[config.mk]
export PLATFORM = sky130hd
export DESIGN_NAME = core_wakeup_seq
export DESIGN_NICKNAME = d
export VERILOG_FILES = /design/src/rtl/core_wakeup_seq.sv
export SDC_FILE = /design/constraint.sdc
export NUM_CORES = 1
export LEC_CHECK = 0
export ABC_CLOCK_PERIOD_IN_PS = 2050
export CAP_MARGIN = 10
export CORE_ASPECT_RATIO = 1.4
export CORE_MARGIN = 5
export CORE_UTILIZATION = 25
export DETAILED_ROUTE_END_ITERATION = 16
export HOLD_SLACK_MARGIN = 0.06
export PLACE_DENSITY = 0.57
export SETUP_SLACK_MARGIN = 0.4
export SLEW_MARGIN = 5
export SYNTH_ARGS = -nofsm -noshare
export SYNTH_HDL_FRONTEND = slang
export SYNTH_SLANG_ARGS = --single-unit
[constraint.sdc]
create_clock -name clk_i -period 2.05 [get_ports clk_i]
set_clock_uncertainty 0.05 [all_clocks]
set_input_delay 0.205 -clock clk_i [delete_from_list [all_inputs] [get_ports clk_i]]
set_output_delay 0.205 -clock clk_i [all_outputs]
set_load 0.005 [all_outputs]
[src/rtl/core_wakeup_seq.sv]
// core_wakeup_seq: core power-up sequencer (INIT -> [WAIT_INT] -> HOLD -> RUN) with synchronized
//   core reset release and reset-gated synchronization of async interrupt/debug events.
// Latency: spc_grst_l rises SyncStages cycles after RUN entry; events take SyncStages cycles to cross.
// Backpressure: none; all outputs are levels.
//
// Ports:
//   clk_i, reset_l            clock and async active-low reset
//   init_done_i               early SRAM-init-complete indication (synchronous)
//   wake_int_i                single-cycle wake-up pulse on interrupt return (synchronous)
//   irq_i, ipi_i, time_irq_i, debug_req_i   async event inputs
//   spc_grst_l                synchronized core reset, active-low
//   irq_o, ipi_o, time_irq_o, debug_req_o   synchronized events, forced to 0 while core in reset
//   state_o                   FSM state (INIT=0, WAIT_INT=1, HOLD=2, RUN=3)
//   wake_cnt_o                SRAM-init wait counter
//
// Build option: define CORE_WAKEUP_WAIT_INT_EN to insert the WAIT_INT state, which holds the core
// in reset until a wake-up interrupt has been seen. Undefined: INIT goes straight to HOLD.

module core_wakeup_seq #(
    parameter int CntWidth      = 16,
    parameter int NrIrq         = 2,
    parameter int SyncStages    = 2,
    parameter int RstHoldCycles = 4
) (
    input  logic                clk_i,
    input  logic                reset_l,
    input  logic                init_done_i,
    input  logic                wake_int_i,
    input  logic [NrIrq-1:0]    irq_i,
    input  logic                ipi_i,
    input  logic                time_irq_i,
    input  logic                debug_req_i,
    output logic                spc_grst_l,
    output logic [NrIrq-1:0]    irq_o,
    output logic                ipi_o,
    output logic                time_irq_o,
    output logic                debug_req_o,
    output logic [1:0]          state_o,
    output logic [CntWidth-1:0] wake_cnt_o
);

    localparam int EvW = NrIrq + 3;

`ifdef CORE_WAKEUP_WAIT_INT_EN
    typedef enum logic [1:0] {
        ST_INIT     = 2'd0,
        ST_WAIT_INT = 2'd1,
        ST_HOLD     = 2'd2,
        ST_RUN      = 2'd3
    } state_e;
    localparam state_e InitExitState = ST_WAIT_INT;
`else
    typedef enum logic [1:0] {
        ST_INIT = 2'd0,
        ST_HOLD = 2'd2,
        ST_RUN  = 2'd3
    } state_e;
    localparam state_e InitExitState = ST_HOLD;
`endif

    state_e                state_q, state_d;
    logic [CntWidth-1:0]   cnt_q, cnt_d;
    logic [7:0]            hold_q, hold_d;
    logic                  cnt_sat;
    logic                  init_exit;

    assign cnt_sat   = cnt_q[CntWidth-1];
    // Either source ends INIT; both together still produce one exit.
    assign init_exit = cnt_sat | init_done_i;

`ifdef CORE_WAKEUP_WAIT_INT_EN
    logic wake_seen_q, wake_seen_d;
`else
    logic unused_wake_int;
    assign unused_wake_int = wake_int_i;
`endif

    always_comb begin
        state_d = state_q;
        cnt_d   = cnt_q;
        hold_d  = hold_q;
`ifdef CORE_WAKEUP_WAIT_INT_EN
        // Sticky: a wake pulse arriving during INIT must not be lost.
        wake_seen_d = wake_seen_q | (wake_int_i & (state_q != ST_RUN));
`endif
        case (state_q)
            ST_INIT: begin
                // Saturate on MSB so the counter never wraps.
                if (!cnt_sat) begin
                    cnt_d = cnt_q + CntWidth'(1);
                end
                if (init_exit) begin
                    state_d = InitExitState;
                end
            end
`ifdef CORE_WAKEUP_WAIT_INT_EN
            ST_WAIT_INT: begin
                if (wake_seen_q) begin
                    state_d = ST_HOLD;
                end
            end
`endif
            ST_HOLD: begin
                hold_d = hold_q + 8'd1;
                if (hold_q == 8'(RstHoldCycles - 1)) begin
                    state_d = ST_RUN;
                end
            end
            ST_RUN: begin
                state_d = ST_RUN;
            end
            default: begin
                state_d = ST_INIT;
            end
        endcase
    end

    always_ff @(posedge clk_i or negedge reset_l) begin
        if (!reset_l) begin
            state_q <= ST_INIT;
            cnt_q   <= '0;
            hold_q  <= '0;
        end else begin
            state_q <= state_d;
            cnt_q   <= cnt_d;
            hold_q  <= hold_d;
        end
    end

`ifdef CORE_WAKEUP_WAIT_INT_EN
    always_ff @(posedge clk_i or negedge reset_l) begin
        if (!reset_l) begin
            wake_seen_q <= 1'b0;
        end else begin
            wake_seen_q <= wake_seen_d;
        end
    end
`endif

    // Core reset release: asserts asynchronously with reset_l, deasserts through the synchronizer.
    logic                  grst_raw;
    logic [SyncStages-1:0] rst_sync_q;

    assign grst_raw = (state_q == ST_RUN) & reset_l;

    always_ff @(posedge clk_i or negedge reset_l) begin
        if (!reset_l) begin
            rst_sync_q <= '0;
        end else begin
            rst_sync_q <= {rst_sync_q[SyncStages-2:0], grst_raw};
        end
    end

    assign spc_grst_l = rst_sync_q[SyncStages-1];

    // Event synchronizers: one independent flop chain per bit.
    logic [EvW-1:0]                 ev_raw;
    logic [SyncStages-1:0][EvW-1:0] ev_sync_q;
    logic [EvW-1:0]                 ev_out;

    assign ev_raw = {irq_i, ipi_i, time_irq_i, debug_req_i};

    always_ff @(posedge clk_i or negedge reset_l) begin
        if (!reset_l) begin
            ev_sync_q <= '0;
        end else begin
            ev_sync_q <= {ev_sync_q[SyncStages-2:0], ev_raw};
        end
    end

    // Events are meaningless to a core still in reset, so hold them low until release.
    assign ev_out = spc_grst_l ? ev_sync_q[SyncStages-1] : '0;

    assign irq_o       = ev_out[EvW-1:3];
    assign ipi_o       = ev_out[2];
    assign time_irq_o  = ev_out[1];
    assign debug_req_o = ev_out[0];

    assign state_o    = state_q;
    assign wake_cnt_o = cnt_q;

endmodule

==> summary.md, run 1 <==
| Metric | Value |
|---|---|
| Initial Util | roughly a quarter |
| CP startpoint kind | register |
| Max_cap viols | 0 |
| Root Driver | clkbuf_8 |
| Cts bufs inserted | 5 |
| Tot GR Track Use | a little under a tenth |
| HPWL Detailed | 2.18 mm |
| Endpoints failing hold | 0 |
| Filler Cell Count | 558 |
| Data arrival, critical path | about 1700 ps |
| RSZ-0062 raised after global routing | yes |
| Post-route ant nets | 0 |
| R2r worst-path depth | 4 |
| Post-synthesis cell type count | 24 |
| R2r setup slk | around 460 ps |
| Ys flop type | dfrtp_1 |
| Placer Congestion | between 0.7 and 0.8 |
| Worst Max-Slew Pin Slew | approximately 330 ps |
| LEAKAGE | 0.937 nW |
| Async SR Flop Fraction | 100% |
| R2r endpoint | wake_cnt_o[12] |
| Pre-antenna DRT Iters | 4 |
| Diodes inserted | 0 |
| Detailed Route WL | 3.05 mm |
| Num rows | 33 |
| Top cells by area, synth | dfrtp_1, xnor2_1, nand4_1 |
| Synth Instances | approximately 110 |
| Hold Path Class | primary input to async pin |
| Global-route wire length before repair | about 5.3 mm |
| H-tree depth | 2 |
| Slew Limit Fails | 0 |
| Slew margin rel. | between 70% and 80% |
| Top-count cell post-synth | dfrtp_1 |
| Max FO, Critical Path | 8 |
| Port bufs | 31 |
| Final period util | slightly below 80% |
| Pwr Density | 873 nW/µm² |
| # setup viols final | 0 |
| Largest area contributor in the netlist | dfrtp_1 |
| Initial antenna violation count | 0 |
| Routed len/inst | ~13 µm |
| Vias in the first global route | 1138 |
| Setup crit start | state_o[1] |
| Share of layout cells above drive strength 1 | 21.1% |
| Synth Register Bits | 38 |
| Setup TNS | 0 ps |
| Synthesis-to-finish area growth | 41.9% |
| Sink Count | 38 |
| CTS tree | built |
| Die X-Extent | about 75 µm |
| Sequential area share after synthesis | a little under two thirds |
| DP Area | about 1900 µm² |
| Post-synth EDFFs | 0 |
| Critical path class | register to register |
| Net count, final | ~170 |
| Max frequency | ~0.63 GHz |
| Yosys Warn Count | 0 |
| Endpoint class of the critical path | register |
| Minimum clock period | roughly 1600 ps |
| Routed vias | between 1k and 1.5k |
| Status | completed |
| Chip height | 101 µm |
| Maximum VDD drop | between 0.5 and 0.6 mV |
| Clock Tree Buf Depth | 2 |
| Mapped cell area | 1490 µm² |
| Net Count, Synth | 123 |
| Largest net degree at the start of global routing | 26 |
| Post-synthesis average cell area | approximately 13 µm² |
| Top cells by count, synth | dfrtp_1, xnor2_1, nand4_1 |
| Vias/cell | 4.44 |
| CP required | between 2000 and 2500 ps |
| 1st-iter DRT viols | 19 |
| DIE AREA | approximately 7600 µm² |
| Reg2reg start | state_o[1] |
| Io pins | 33 |
| Remaining Overflow, GRT | 0 |
| Core area | ~5800 µm² |
| Clock-pin slew on the worst setup and hold paths | 80 ps |
| Fraction of synthesized cell area taken by the top area cell type | a little under two thirds |
| Worst-Skew Late Latency | 290 ps |
| Post-route DRC | 0 |
| Final Cell Area | 2120 µm² |
[how the worst max path moves through the flow]
stage	slack [ps]	cells past startpoint	end
floorplan	440	5	wake_cnt_o[8]
global placement	370	5	wake_cnt_o[12]
global route	370	4	wake_cnt_o[14]
CTS	410	4	wake_cnt_o[8]
detailed placement	340	5	wake_cnt_o[8]
finish	460	4	wake_cnt_o[12]
[power by group]
part	internal (mW)	switching, mW	leakage, nW	total [mW]
registers	0.842	0.0986	0.479	0.941
clock network	0.358	0.257	0.0579	0.615
logic	0.183	0.110	0.400	0.293
total	1.38	0.466	0.937	1.85
[metal layers]
layer	vias up	GRT usage, %	wire [µm]
met5	-	0	0
met4	0	3.63	43
met3	4	3.28	170
met2	20	15.3	1620
met1	515	10.6	1210
li1	487	-	-
[cell type report]
cell class	instances	area, µm²	area share (%)
multi-input combinational	72	567	26.8
clock buffer	5	68.8	3.25
clock inverter	3	40.0	1.89
sequential	38	955	45.1
timing repair buffer	41	393	18.5
inverter	2	7.51	0.354
tap	70	87.6	4.13
[critical path: stages (launching register included)]
cell,delay (ps)
dfrtp_2,460
or4b_4,600
nor2_4,130
nand3_1,100
xnor2_1,140
[timing repair]
action | in CTS | in global routing
setup endpoints to repair | 4 | 13
gates resized for setup | 2 | 12
hold buffers | 1 | 0
hold endpoints to repair | 13 | 0
setup buffers | 2 | 5
pin swaps | 0 | 2
[per-stage QoR]
stage	power [mW]	hold WS [ps]	util, %	std cells	worst slack (ps)
5_1_grt	1.96	290	36.4	231	370
6_report	1.85	302	36.4	231	457
4_1_cts	1.86	290	35.1	226	413
3_3_place_gp	1.19	64.3	32.6	215	367
3_5_place_dp	1.21	73.8	32.6	215	340
2_1_floorplan	1.06	-141	-	112	435
[flip-flops by register name, summed over array words and instances, names as in the netlist]
register    cells
ev_sync_q      10
hold_q          8
rst_sync_q      2
state_o         2
wake_cnt_o     16
[kinds of logic after synthesis]
family / synth area share [%]
AOI/OAI and AO/OA: 1.59
adders and majority gates: 1.68
xor gates and xnor gates: 12.3
DFF: 63.7
buffers and inverters: 0.503
muxes: 1.51
and+or+nand+nor: 18.7
[cell usage in the layout (no fill, tap or decap), types with 2 or more instances in the layout]
| cell | netlist | layout |
|---|---|---|
| inv_1 | 2 | 2 |
| and4_1 | 2 | 2 |
| dfrtp_2 | 0 | 3 |
| xor2_1 | 5 | 5 |
| clkinv_2 | 0 | 2 |
| mux2_2 | 2 | 2 |
| dfrtp_1 | 38 | 35 |
| nand3_1 | 6 | 5 |
| buf_4 | 0 | 9 |
| nor3_2 | 1 | 2 |
| nor2_1 | 4 | 4 |
| clkdlybuf4s50_1 | 0 | 26 |
| xnor2_1 | 16 | 16 |
| nand2_1 | 5 | 5 |
| nor4_2 | 0 | 2 |
| and3_1 | 2 | 2 |
| nand4_1 | 8 | 8 |
| dlymetal6s2s_1 | 0 | 4 |
| clkbuf_8 | 0 | 5 |
| and2_1 | 7 | 7 |
| ha_2 | 0 | 2 |
Power figures use the tool's default switching activity.
==> inputs of run 2 (changes only) <==
--- a/config.mk
+++ b/config.mk
@@ -5,7 +5,7 @@
 export SDC_FILE = /design/constraint.sdc
 export NUM_CORES = 1
 export LEC_CHECK = 0
-export ABC_CLOCK_PERIOD_IN_PS = 2050
+export ABC_CLOCK_PERIOD_IN_PS = 1500
 export CAP_MARGIN = 10
 export CORE_ASPECT_RATIO = 1.4
 export CORE_MARGIN = 5
==> constraint.sdc (replaced) <==
create_clock -name clk_i -period 1.5 [get_ports clk_i]
set_clock_uncertainty 0.05 [all_clocks]
set_input_delay 0.15 -clock clk_i [delete_from_list [all_inputs] [get_ports clk_i]]
set_output_delay 0.15 -clock clk_i [all_outputs]
set_load 0.005 [all_outputs]
==> run 2 against run 1 <==
  * The flow now finishes with violations (setup timing)
  * Combinational power rose to 3.2 times the previous value
  * Clock power is 71% higher
  * Via count up 26%
  * Sequential power grew 35%
  * Critical path depth increased by 1
  * First-iteration DRC count rose by 63%
  * Global-route usage rose by 2.1 points
  * Critical path type unchanged
==> summary.md, run 2 (synthesis results as in run 1) <==
| Metric | Value |
|---|---|
| Status | complete, but fails checks (was completed) |
| Failing checks | setup timing |
| # hold bufs at CTS | 0 (was 1) |
| Clock network power share | 32.3% (was 33.3%) |
| Setup TNS | -331 ps (was 0 ps) |
| Data arrival, critical path | 1720 ps (about the same) |
| Pwr Density | 1150 nW/µm² (was 873 nW/µm²) |
| Remaining Overflow, GRT | 0 (unchanged) |
| Internal | 2.41 mW (was 1.38 mW) |
| Num rows | 33 (unchanged) |
| Slew margin rel. | 80.5% (was 78.1%) |
| Sink Count | 38 (unchanged) |
| CP startpoint kind | register (unchanged) |
| Placer Congestion | 0.806 (was 0.750) |
| Worst Max-Slew Pin Slew | 292 ps (was 328 ps) |
| H-tree depth | 2 (unchanged) |
| M1 WL | 1.64 mm (was 1.21 mm) |
| Pre-antenna DRT Iters | 4 (unchanged) |
| Clock-pin slew on the worst setup and hold paths | 80 ps (about the same) |
| RSZ-0062 raised after global routing | yes (unchanged) |
| R2r endpoint | wake_cnt_o[8] (was wake_cnt_o[12]) |
| Chip height | 101 µm (unchanged) |
| Global-route wire length before repair | 6.57 mm (was 5.33 mm) |
| DP Worst Slack | -86.3 ps (was 340 ps) |
| Routed vias | 1291 (was 1026) |
| CP required | 1630 ps (was 2180 ps) |
| Io pins | 33 (unchanged) |
| Commonest non-fill, non-tap cell in the layout | buf_6 (was dfrtp_1) |
| Die X-Extent | 75.3 µm (unchanged) |
| Met2 WL | 2.29 mm (was 1.62 mm) |
| Combinational share of power | 28.5% (was 15.8%) |
| Max FFs per register | 16 (unchanged) |
| Core area | 5820 µm² (unchanged) |
| Endpoints failing hold | 0 (unchanged) |
| Slew Limit Fails | 0 (unchanged) |
| Reg power frac | 39.3% (was 50.9%) |
| Clock Tree Buf Depth | 2 (unchanged) |
| Worst setup margin | -91.1 ps (was 457 ps) |
| Root Driver | clkbuf_8 (unchanged) |
| Tot GR Track Use | 11.3% (was 9.18%) |
| Endpoint class of the critical path | register (unchanged) |
| Most used cells in the layout excluding fill and tap cells | buf_6, dfrtp_1, buf_4, xnor2_1, nand4_1 (was dfrtp_1, clkdlybuf4s50_1, xnor2_1, buf_4, nand4_1) |
| Worst-Skew Late Latency | 290 ps (about the same) |
| Placed Cells | 237 (was 215) |
| Detailed Route WL | 4.24 mm (was 3.05 mm) |
| Maximum VDD drop | 0.617 mV (was 0.535 mV) |
| Synthesis-to-finish area growth | 88.4% (was 41.9%) |
| R2r setup slk | -90 ps (was 460 ps) |
| CTS tree | built (unchanged) |
| Cts bufs inserted | 5 (unchanged) |
| Critical path class | register to register (unchanged) |
| Max FO, Critical Path | 3 (was 8) |
| Max frequency | 0.629 GHz (was 0.628 GHz) |
| Post-route DRC | 0 (unchanged) |
| Diodes inserted | 0 (unchanged) |
| Reg2reg start | wake_cnt_o[0] (was state_o[1]) |
| Routed len/inst | 14.7 µm (was 13.2 µm) |
| Post-route ant nets | 0 (unchanged) |
| DP Area | 2110 µm² (was 1900 µm²) |
| Port bufs | 31 (unchanged) |
| Top layer in use | met4 (unchanged) |
| Final Cell Area | 2810 µm² (was 2120 µm²) |
| DIE AREA | 7640 µm² (unchanged) |
| Met3 Wirelength | 218 µm (was 170 µm) |
| Initial Util | 25.6% (unchanged) |
| # setup viols final | 6 (was 0) |
| Share of layout cells above drive strength 1 | 61.0% (was 21.1%) |
| Vias/cell | 4.48 (was 4.44) |
| Max_cap viols | 0 (unchanged) |
| 1st-iter DRT viols | 31 (was 19) |
| Net count, final | 228 (was 171) |
| HPWL Detailed | 2.47 mm (was 2.18 mm) |
| R2r worst-path depth | 5 (was 4) |
| Initial antenna violation count | 0 (unchanged) |
| Hold slack | 228 ps (was 302 ps) |
| Hold Path Class | primary input to async pin (unchanged) |
| Largest net degree at the start of global routing | 20 (was 26) |
| Psw | 837 µW (was 466 µW) |
| LEAKAGE | 1.36 nW (was 0.937 nW) |
| Minimum clock period | 1590 ps (about the same) |
| Vias in the first global route | 1416 (was 1138) |
| Non-Filler Instances | 288 (was 231) |
| Final period util | 106% (was 77.7%) |
| Sw Share | 25.8% (was 25.2%) |
[run 2: changes by cell type in the layout (fill, tap and decap cells not counted), sizes merged]
cell	change
clkdlybuf4s15	+1
dlymetal6s2s	-4
dlygate4sd3	-1
bufinv	+1
clkdlybuf4s50	-19
clkinv	-1
buf	+80
[run 2: repair_timing]
action	in CTS	in global routing
endpoints found under the setup margin	49	46
pin swaps	21	19
buffers inserted	23	20
resized for setup	150	22
endpoints found under the hold margin	0	0
[run 2: power groups by stage]
stage | Clock (mW) | Combinational, mW | Sequential [mW]
after detailed placement | 0 | 0.532 | 1.28
after global placement | 0 | 0.515 | 1.27
after floorplan | 0 | 0.205 | 1.28
final | 1.05 | 0.923 | 1.27
after CTS | 1.06 | 0.737 | 1.27
after global routing | 1.12 | 0.989 | 1.29
[run 2: worst max-delay path by stage]
| stage | startpoint | slack, ps | cells past startpoint | end |
|---|---|---|---|---|
| 6_report | wake_cnt_o[0] | -90 | 5 | wake_cnt_o[8] |
| 2_1_floorplan | wake_cnt_o[0] | -90 | 5 | wake_cnt_o[8] |
| 3_5_place_dp | wake_cnt_o[0] | -90 | 5 | wake_cnt_o[8] |
| 3_3_place_gp | wake_cnt_o[0] | -60 | 5 | wake_cnt_o[12] |
| 5_1_grt | wake_cnt_o[0] | -150 | 5 | wake_cnt_o[12] |
| 4_1_cts | wake_cnt_o[1] | -90 | 4 | wake_cnt_o[10] |
[run 2: layout make-up]
cell class | count | area [µm²]
Clock buffer | 5 | 68.8
Clock inverter | 3 | 68.8
Fill cell | 515 | 3010
Inverter | 2 | 7.51
Multi-Input combinational cell | 72 | 697
Sequential cell | 38 | 952
Tap cell | 70 | 87.6
Timing Repair Buffer | 98 | 931
[run 2: metal layers]
metal	vias up	global-route usage [%]
met1	636	12.8
met5	-	0
met4	0	4.71
met3	12	3.67
li1	596	-
met2	47	19.2
[run 2: worst max-delay path, stage by stage, from the launching register on]
cell	delay (ps)
dfrtp_1	360
ha_2	180
or4b_4	510
nor2_4	130
nand3_1	110
xnor2_1	140
[run 2: stage by stage]
step	total power, mW	utilization [%]
floorplan	1.48	-
global placement	1.78	36.2
detailed placement	1.81	36.2
CTS	3.07	44.0
global route	3.40	48.3
finish	3.24	48.3
